### config.mk
export PLATFORM = sky130hd
export DESIGN_NAME = sync_fifo
export DESIGN_NICKNAME = d
export VERILOG_FILES = /design/src/rtl/sync_fifo.sv
export SDC_FILE = /design/constraint.sdc
export NUM_CORES = 1
export LEC_CHECK = 0
export CAP_MARGIN = 20
export CORE_MARGIN = 10
export CORE_UTILIZATION = 35
export CTS_CLUSTER_SIZE = 14
export DETAILED_ROUTE_END_ITERATION = 8
export GPL_TIMING_DRIVEN = 0
export MAX_ROUTING_LAYER = met4
export PLACE_DENSITY = 0.56
export SETUP_SLACK_MARGIN = 0.5
export SLEW_MARGIN = 20
export SYNTH_ARGS = -nofsm -noshare
export SYNTH_HDL_FRONTEND = slang
export SYNTH_SLANG_ARGS = --single-unit
### constraint.sdc
create_clock -name clk -period 5.4 [get_ports clk]
set_clock_uncertainty 0.1 [all_clocks]
set_input_delay 1.62 -clock clk [delete_from_list [all_inputs] [get_ports clk]]
set_output_delay 1.62 -clock clk [all_outputs]
set_load 0.005 [all_outputs]
### src/rtl/sync_fifo.sv
// sync_fifo: single-clock FIFO with registered read data and full/empty flags.
// Pointers and occupancy (rd_ptr, wr_ptr, cnt) are kept as plainly named
// internal signals so bound assertion modules can observe them.
module sync_fifo #(
  parameter int DATA_WIDTH = 16,
  parameter int DEPTH      = 16,
  parameter int ADDR_WIDTH = 4
) (
  input  logic                  clk,
  input  logic                  rst_,
  input  logic [DATA_WIDTH-1:0] fifo_data_in,
  input  logic                  fifo_write,
  input  logic                  fifo_read,
  output logic [DATA_WIDTH-1:0] fifo_data_out,
  output logic                  fifo_full,
  output logic                  fifo_empty
);

  localparam logic [ADDR_WIDTH:0]   FULL_CNT = (ADDR_WIDTH + 1)'(DEPTH);
  localparam logic [ADDR_WIDTH-1:0] PTR_ONE  = ADDR_WIDTH'(1);
  localparam logic [ADDR_WIDTH:0]   CNT_ONE  = (ADDR_WIDTH + 1)'(1);

  logic [DATA_WIDTH-1:0] mem [DEPTH];
  logic [ADDR_WIDTH-1:0] rd_ptr;
  logic [ADDR_WIDTH-1:0] wr_ptr;
  logic [ADDR_WIDTH:0]   cnt;
  logic                  wr_en;
  logic                  rd_en;

  // Flags are a pure decode of the occupancy count.
  assign fifo_full  = (cnt == FULL_CNT);
  assign fifo_empty = (cnt == '0);

  // Requests are qualified against the flags as they stand before the edge.
  assign wr_en = fifo_write & ~fifo_full;
  assign rd_en = fifo_read  & ~fifo_empty;

  // Storage: not reset; writes are suppressed while reset is asserted.
  always_ff @(posedge clk) begin
    if (rst_ && wr_en) begin
      mem[wr_ptr] <= fifo_data_in;
    end
  end

  // Write pointer advances on each accepted write, wrapping modulo DEPTH.
  always_ff @(posedge clk) begin
    if (!rst_) begin
      wr_ptr <= '0;
    end else if (wr_en) begin
      wr_ptr <= wr_ptr + PTR_ONE;
    end
  end

  // Read pointer and registered output; output holds when no read is accepted.
  always_ff @(posedge clk) begin
    if (!rst_) begin
      rd_ptr        <= '0;
      fifo_data_out <= '0;
    end else if (rd_en) begin
      rd_ptr        <= rd_ptr + PTR_ONE;
      fifo_data_out <= mem[rd_ptr];
    end
  end

  // Occupancy: up on write only, down on read only, unchanged otherwise.
  always_ff @(posedge clk) begin
    if (!rst_) begin
      cnt <= '0;
    end else begin
      case ({wr_en, rd_en})
        2'b10:   cnt <= cnt + CNT_ONE;
        2'b01:   cnt <= cnt - CNT_ONE;
        default: cnt <= cnt;
      endcase
    end
  end

endmodule

==> results of run 1 <==
[cells by family (layout without fill, tap and decap cells)]
logic type | count (synthesis) | after routing | share of synthesized area
flip-flops | 285 | 285 | 0.752
AND/OR/NAND/NOR | 75 | 75 | 0.0336
multiplexers | 98 | 98 | 0.126
XOR/XNOR | 9 | 9 | 0.00717
other | 0 | 1 | 0
AO/OA/AOI/OAI | 90 | 90 | 0.0511
buffers and inverters | 41 | 147 | 0.0190
adder cells (fa/ha/maj) | 10 | 10 | 0.0121
[cell usage after synthesis (all sizes together)]
master	instances	share of area
nand2b	1	0.00057
nor2b	5	0.0028
nand2	10	0.0034
inv	7	0.0024
nor2	35	0.012
a22oi	16	0.011
mux4	32	0.066
buf	21	0.012
a21o	1	0.00068
mux2i	66	0.060
nand3	3	0.0014
nand3b	3	0.0020
o21a	1	0.00068
edfxtp	256	0.70
or4	1	0.00068
a31oi	16	0.0091
dfxtp	29	0.053
ha	9	0.010
nand4	2	0.0017
o21ai	20	0.0091
o22ai	32	0.018
nor4	1	0.00057
a21oi	3	0.0014
or3	1	0.00057
or3b	2	0.0016
xnor2	6	0.0048
fa	1	0.0018
and2	11	0.0063
a21boi	1	0.0010
xor2	3	0.0024
clkbuf	13	0.0044
[power by group through the flow]
stage,combinational [mW],clock (mW),sequential [mW]
after floorplan,0.628,0,2.62
after global placement,1.02,0,2.64
after detailed placement,1.05,0,2.65
after CTS,1.06,2.01,2.60
after global routing,1.14,2.10,2.62
final,1.06,1.97,2.60
[cells in the final DEF (no fill, tap or decap), drive strengths merged]
cell type and n:
ha 9, o21ai 20, clkinvlp 1, bufinv 4
clkinv 12, a31oi 16, nor2 35, diode 1
xnor2 6, clkdlybuf4s50 37, nand3b 3, dfxtp 29
nor2b 5, nand2b 1, and2 11, a22oi 16
buf 37, nand3 3, inv 8, clkbuf 48
mux4 32, nand2 10, mux2i 66, fa 1
o21a 1, nand4 2, or4 1, a21oi 3
or3 1, nor4 1, a21o 1, xor2 3
a21boi 1, or3b 2, o22ai 32, edfxtp 256
[registers in the layout, indices dropped and copies added, names as in the netlist]
register / flops
mem: 256
fifo_data_out: 16
cnt: 5
rd_ptr: 4
wr_ptr: 4
[stage by stage]
| step | std cells | setup slack (ns) | cell area, µm² | util |
|---|---|---|---|---|
| floorplan | 608 | 1.62 | 11000 | - |
| global placement | 1041 | 0.670 | 11900 | 0.385 |
| detailed placement | 1057 | 0.777 | 12100 | 0.393 |
| CTS | 1110 | 1.32 | 13100 | 0.423 |
| global route | 1111 | 1.14 | 13100 | 0.423 |
| finish | 1111 | 1.27 | 13100 | 0.423 |
[area by class of cell]
cell class	instances	area (µm²)	area share
Clock buffer	35	748	0.0573
Buffer	34	183	0.0140
Timing Repair Buffer	53	577	0.0442
Multi-Input combinational cell	282	2560	0.196
Clock inverter	18	191	0.0147
Sequential cell	285	8270	0.633
Antenna cell	1	2.50	0.000192
Tap cell	396	495	0.0380
Inverter	7	26.3	0.00201
[per-layer routing]
layer	up-vias	track usage
li1	2600	-
met1	2945	0.170
met2	163	0.209
met3	47	0.0220
met4	0	0.0316
met5	-	-
[worst max-delay path, delay by kind of cell]
| family | cells | cell delay (ns) |
|---|---|---|
| adders and majority gates | 2 | 0.71 |
| muxes | 1 | 0.13 |
| AOI/OAI and AO/OA | 2 | 0.25 |
| and+or+nand+nor | 3 | 0.71 |
| buffers and inverters | 4 | 1.03 |
[path summary, 6_finish.rpt]
path | to | startpoint | slack [ns]
setup / recovery | cnt[4] | fifo_read | 1.27
hold reg to reg | cnt[4] | cnt[4] | 0.44
setup reg to reg | cnt[4] | cnt[0] | 2.02
hold / removal | cnt[4] | cnt[4] | 0.44
==> flow_metrics.env, run 1 <==
export IMPL_critPathSlowestCell="clkdlybuf4s50_1"
export IMPL_p_leak_nw=4.04
export IMPL_synth_seq_area_share=0.752
export IMPL_postRouteAntennaNets=0
export IMPL_root_buffer="clkbuf_16"
export IMPL_swShare=0.258
export IMPL_cts_made_buffers=29
export IMPL_cts_setup_buffers=0
export IMPL_io_buffers=37
export IMPL_power_switching_mw=1.45
export IMPL_fmaxAchievable_mhz=242
export IMPL_worst_path_max_fanout=10
export IMPL_rsz0062_at_grt="false"
export IMPL_clk_path_buf_depth=3
export IMPL_route_met2_wl_um=12000
export IMPL_clk_latency_ns=0.54
export IMPL_syn_num_nets=638
export IMPL_hp_class="flop to flop"
export IMPL_grt_start_max_net_pins=17
export IMPL_drive_above_1_share=0.185
export IMPL_synth_seq_cells=285
export IMPL_antenna_found_initial=1
export IMPL_ios=38
export IMPL_required_ns=5.73
export IMPL_fp_dieH_um=197
export IMPL_num_vias=5755
export IMPL_timing_hold_ws_ns=0.436
export IMPL_finalWeightedCongestion=0.814
export IMPL_seqPwrFrac=0.462
export IMPL_synth_cell_area_um2=11000
export IMPL_grt_pass1_vias=6017
export IMPL_r2r_cells=11
export IMPL_dieArea_um2=38900
export IMPL_finalSetupViolCount=0
export IMPL_initial_core_util=0.357
export IMPL_met1Wirelength_um=10900
export IMPL_yosys_warnings=0
export IMPL_grt_overflow_total=0
export IMPL_syn_to_final_growth_pct=18.7
export IMPL_via_per_inst=5.18
export IMPL_fillers=2701
export IMPL_post_dp_hpwl_um=16800
export IMPL_pwr_density_cell_nw_per_um2=432
export IMPL_core_um2=30800
export IMPL_drt_initial_drc_count=471
export IMPL_synth_distinct_cells=35
export IMPL_worst_endpoint_arrival_ns=4.45
export IMPL_synth_cells=608
export IMPL_worst_path_largest_cell_delay_ns=0.46
export IMPL_cp_cell_sequence="clkdlybuf4s50_1 -> o21a_1 -> buf_6 -> buf_2 -> ha_1 -> inv_1 -> fa_1 -> nor2b_1 -> o21ai_0 -> nand3_1 -> or3b_2 -> mux2i_1"
export IMPL_cts_tree="built"
export IMPL_highest_signal_layer="met4"
export IMPL_slew_headroom=0.439
export IMPL_cts_resized=0
export IMPL_start_kind="input port"
export IMPL_rows=64
export IMPL_internal_power_mw=4.18
export IMPL_finalPower_mw=5.63
export IMPL_drc=0
export IMPL_grtUsageTotal=0.130
export IMPL_cts_reportedPaths_clkPinSlew_ns=0.06
export IMPL_finalSetupTns_ns=0
export IMPL_maxCapViolations=0
export IMPL_holdPathStages=2
export IMPL_clock_power_share=0.350
export IMPL_grt_pass1_wl_um=37300
export IMPL_cts_hold_fix_buffers=0
export IMPL_vdd_drop_max_v=0.000296
export IMPL_wl_met3_um=1390
export IMPL_wire_per_inst_um=22.3
export IMPL_status="complete, no violations"
export IMPL_routed_wl_um=24800
export IMPL_post_route_period_util=0.764
export IMPL_cts_sinks=285
export IMPL_final_hold_viol_count=0
export IMPL_fin_crit_ns=4.13
export IMPL_h_tree_depth=1
export IMPL_die_width_um=197
export IMPL_finalNetCount=722
export IMPL_tightest_slew_ns=0.841
export IMPL_power_share_combinational=0.187
export IMPL_avgSynthCellArea_um2=18.1
export IMPL_drt_pass1_iterations=5
export IMPL_cp_end_kind="flop"
export IMPL_maxSlewViolCount=0
export IMPL_worst_setup_path_type="input port to flop"
Power figures use the tool's default switching activity.
==> inputs of run 2 (changes only) <==
clock period = 4.2 ns   (was 5.4 ns; I/O delays follow)
==> run 2 against run 1 <==
Clock power grew 29%; wire length grew 0.16%; non-clock buffer count is the same; first-iteration DRC count shrank 0.42%; hold slack gained 0.0028 ns; core utilization is essentially flat; final area is essentially flat; power grew 29%; sequential power grew 29%; final cell count is the same; worst setup slack lost 0.64 ns; combinational power grew 29%.
==> flow_metrics.env, run 2 (synthesis results as in run 1) <==
export IMPL_fillers=2701
export IMPL_r2r_cells=11
export IMPL_seqPwrFrac=0.461
export IMPL_cts_hold_fix_buffers=0
export IMPL_worst_path_max_fanout=10
export IMPL_postRouteAntennaNets=0
export IMPL_routed_wl_um=24800
export IMPL_die_width_um=197
export IMPL_maxSlewViolCount=0
export IMPL_final_hold_viol_count=0
export IMPL_clk_latency_ns=0.54
export IMPL_slew_headroom=0.437
export IMPL_required_ns=4.53
export IMPL_drt_initial_drc_count=469
export IMPL_cts_sinks=285
export IMPL_dp_cells=1057
export IMPL_core_um2=30800
export IMPL_finalSetupTns_ns=0
export IMPL_finalNetCount=722
export IMPL_grt_pass1_wl_um=37300
export IMPL_cts_made_buffers=29
export IMPL_wire_per_inst_um=22.4
export IMPL_min_to="cnt[4]"
export IMPL_clk_path_buf_depth=3
export IMPL_holdPathStages=2
export IMPL_finalPower_mw=7.26
export IMPL_fmaxAchievable_mhz=280
export IMPL_drt_pass1_iterations=5
export IMPL_h_tree_depth=1
export IMPL_worst_setup_path_type="input port to flop"
export IMPL_place_ws_ns=-0.0632
export IMPL_post_route_period_util=0.850
export IMPL_post_dp_hpwl_um=16800
export IMPL_rsz0062_at_grt="false"
export IMPL_power_switching_mw=1.88
export IMPL_finalWeightedCongestion=0.814
export IMPL_grt_start_max_net_pins=17
export IMPL_power_share_combinational=0.188
export IMPL_pwr_density_cell_nw_per_um2=556
export IMPL_grt_overflow_total=0
export IMPL_p_leak_nw=4.04
export IMPL_cts_reportedPaths_clkPinSlew_ns=0.06
export IMPL_mostFrequentLayoutCell="edfxtp_1"
export IMPL_cp_end_kind="flop"
export IMPL_drive_above_1_share=0.186
export IMPL_fin_crit_ns=3.57
export IMPL_grt_pass1_vias=6017
export IMPL_tightest_slew_ns=0.845
export IMPL_final_cells=1111
export IMPL_r2r_start="cnt[0]"
export IMPL_syn_to_final_growth_pct=18.8
export IMPL_cts_tree="built"
export IMPL_rows=64
export IMPL_largest_register="mem"
export IMPL_clock_power_share=0.350
export IMPL_reg2reg_to="cnt[4]"
export IMPL_swShare=0.258
export IMPL_io_buffers=37
export IMPL_largest_reg_flops=256
export IMPL_via_per_inst=5.17
export IMPL_status="complete, no violations"
export IMPL_vdd_drop_max_v=0.000380
export IMPL_ios=38
export IMPL_setup_slack_ns=0.632
export IMPL_start_kind="input port"
export IMPL_multi_input_area_um2=2570
export IMPL_worst_endpoint_arrival_ns=3.90
export IMPL_internal_power_mw=5.39
export IMPL_finalSetupViolCount=0
export IMPL_dieArea_um2=38900
export IMPL_maxCapViolations=0
export IMPL_grtUsageTotal=0.130
export IMPL_antenna_found_initial=1
export IMPL_r2r_setup_slack_ns=0.97
export IMPL_drc=0
export IMPL_worstHoldStart="cnt[4]"
export IMPL_hp_class="flop to flop"
export IMPL_initial_core_util=0.357
export IMPL_postLayoutCoreUtil=0.424
export IMPL_root_buffer="clkbuf_16"
export IMPL_fp_dieH_um=197
export IMPL_num_vias=5749
export IMPL_final_cell_mix="edfxtp_1 (256), mux2i_1 (66), clkdlybuf4s50_1 (37)"
export IMPL_largestRegisters="mem (256), fifo_data_out (16), cnt (5)"
export IMPL_final_seq_area_um2=8270
[run 2: cell types whose count changed in the layout (fill, tap and decap cells not counted)]
cell / delta
buf_6: +1
ha_2: +1
ha_1: -1
buf_2: -1
[run 2: metrics by stage]
| stage | hold WS (ns) | instance area (µm²) |
|---|---|---|
| global route | 0.485 | 13100 |
| floorplan | 0.391 | 11000 |
| detailed placement | 0.426 | 12100 |
| finish | 0.439 | 13100 |
| global placement | 0.409 | 11900 |
| CTS | 0.442 | 13100 |
[run 2: final cells by class]
class	count	area share
Inverter	7	0.00201
Clock inverter	18	0.0147
Clock buffer	35	0.0573
Antenna cell	1	0.000192
Timing Repair Buffer	53	0.0442
Sequential cell	285	0.633
Tap cell	396	0.0379
Buffer	34	0.0145
Multi-Input combinational cell	282	0.196
[run 2: worst max path at each step]
stage,start,endpoint,depth (start not counted)
after floorplan,fifo_read,cnt[4],11
after global placement,rst_,mem[14][4],4
after detailed placement,fifo_read,cnt[4],12
after CTS,fifo_read,cnt[4],12
after global routing,fifo_read,cnt[4],12
final,fifo_read,cnt[4],12
[run 2: critical path: stages]
cell and delay, ns:
clkdlybuf4s50_1 0.46, o21a_1 0.14, buf_6 0.18, buf_6 0.18, ha_2 0.23, inv_1 0.09
fa_1 0.40, nor2b_1 0.14, o21ai_0 0.11, nand3_1 0.11, or3b_2 0.46, mux2i_1 0.13
[run 2: power by group through the flow]
stage	sequential, mW	combinational (mW)	clock (mW)
after floorplan	3.37	0.808	0
after global placement	3.40	1.31	0
after detailed placement	3.40	1.36	0
after CTS	3.35	1.37	2.58
after global routing	3.36	1.48	2.70
final	3.35	1.37	2.54
[run 2: repair_timing]
action                     in CTS  in global routing
pin swaps                       0                  0
resized for setup               1                  2
setup endpoints to repair       1                  1
buffers inserted                0                  0
[run 2: per-layer routing]
layer / routed length, µm / GRT usage
met3: 1340 / 0.0220
met5: 0 / -
met2: 12000 / 0.209
met4: 522 / 0.0316
met1: 11000 / 0.170
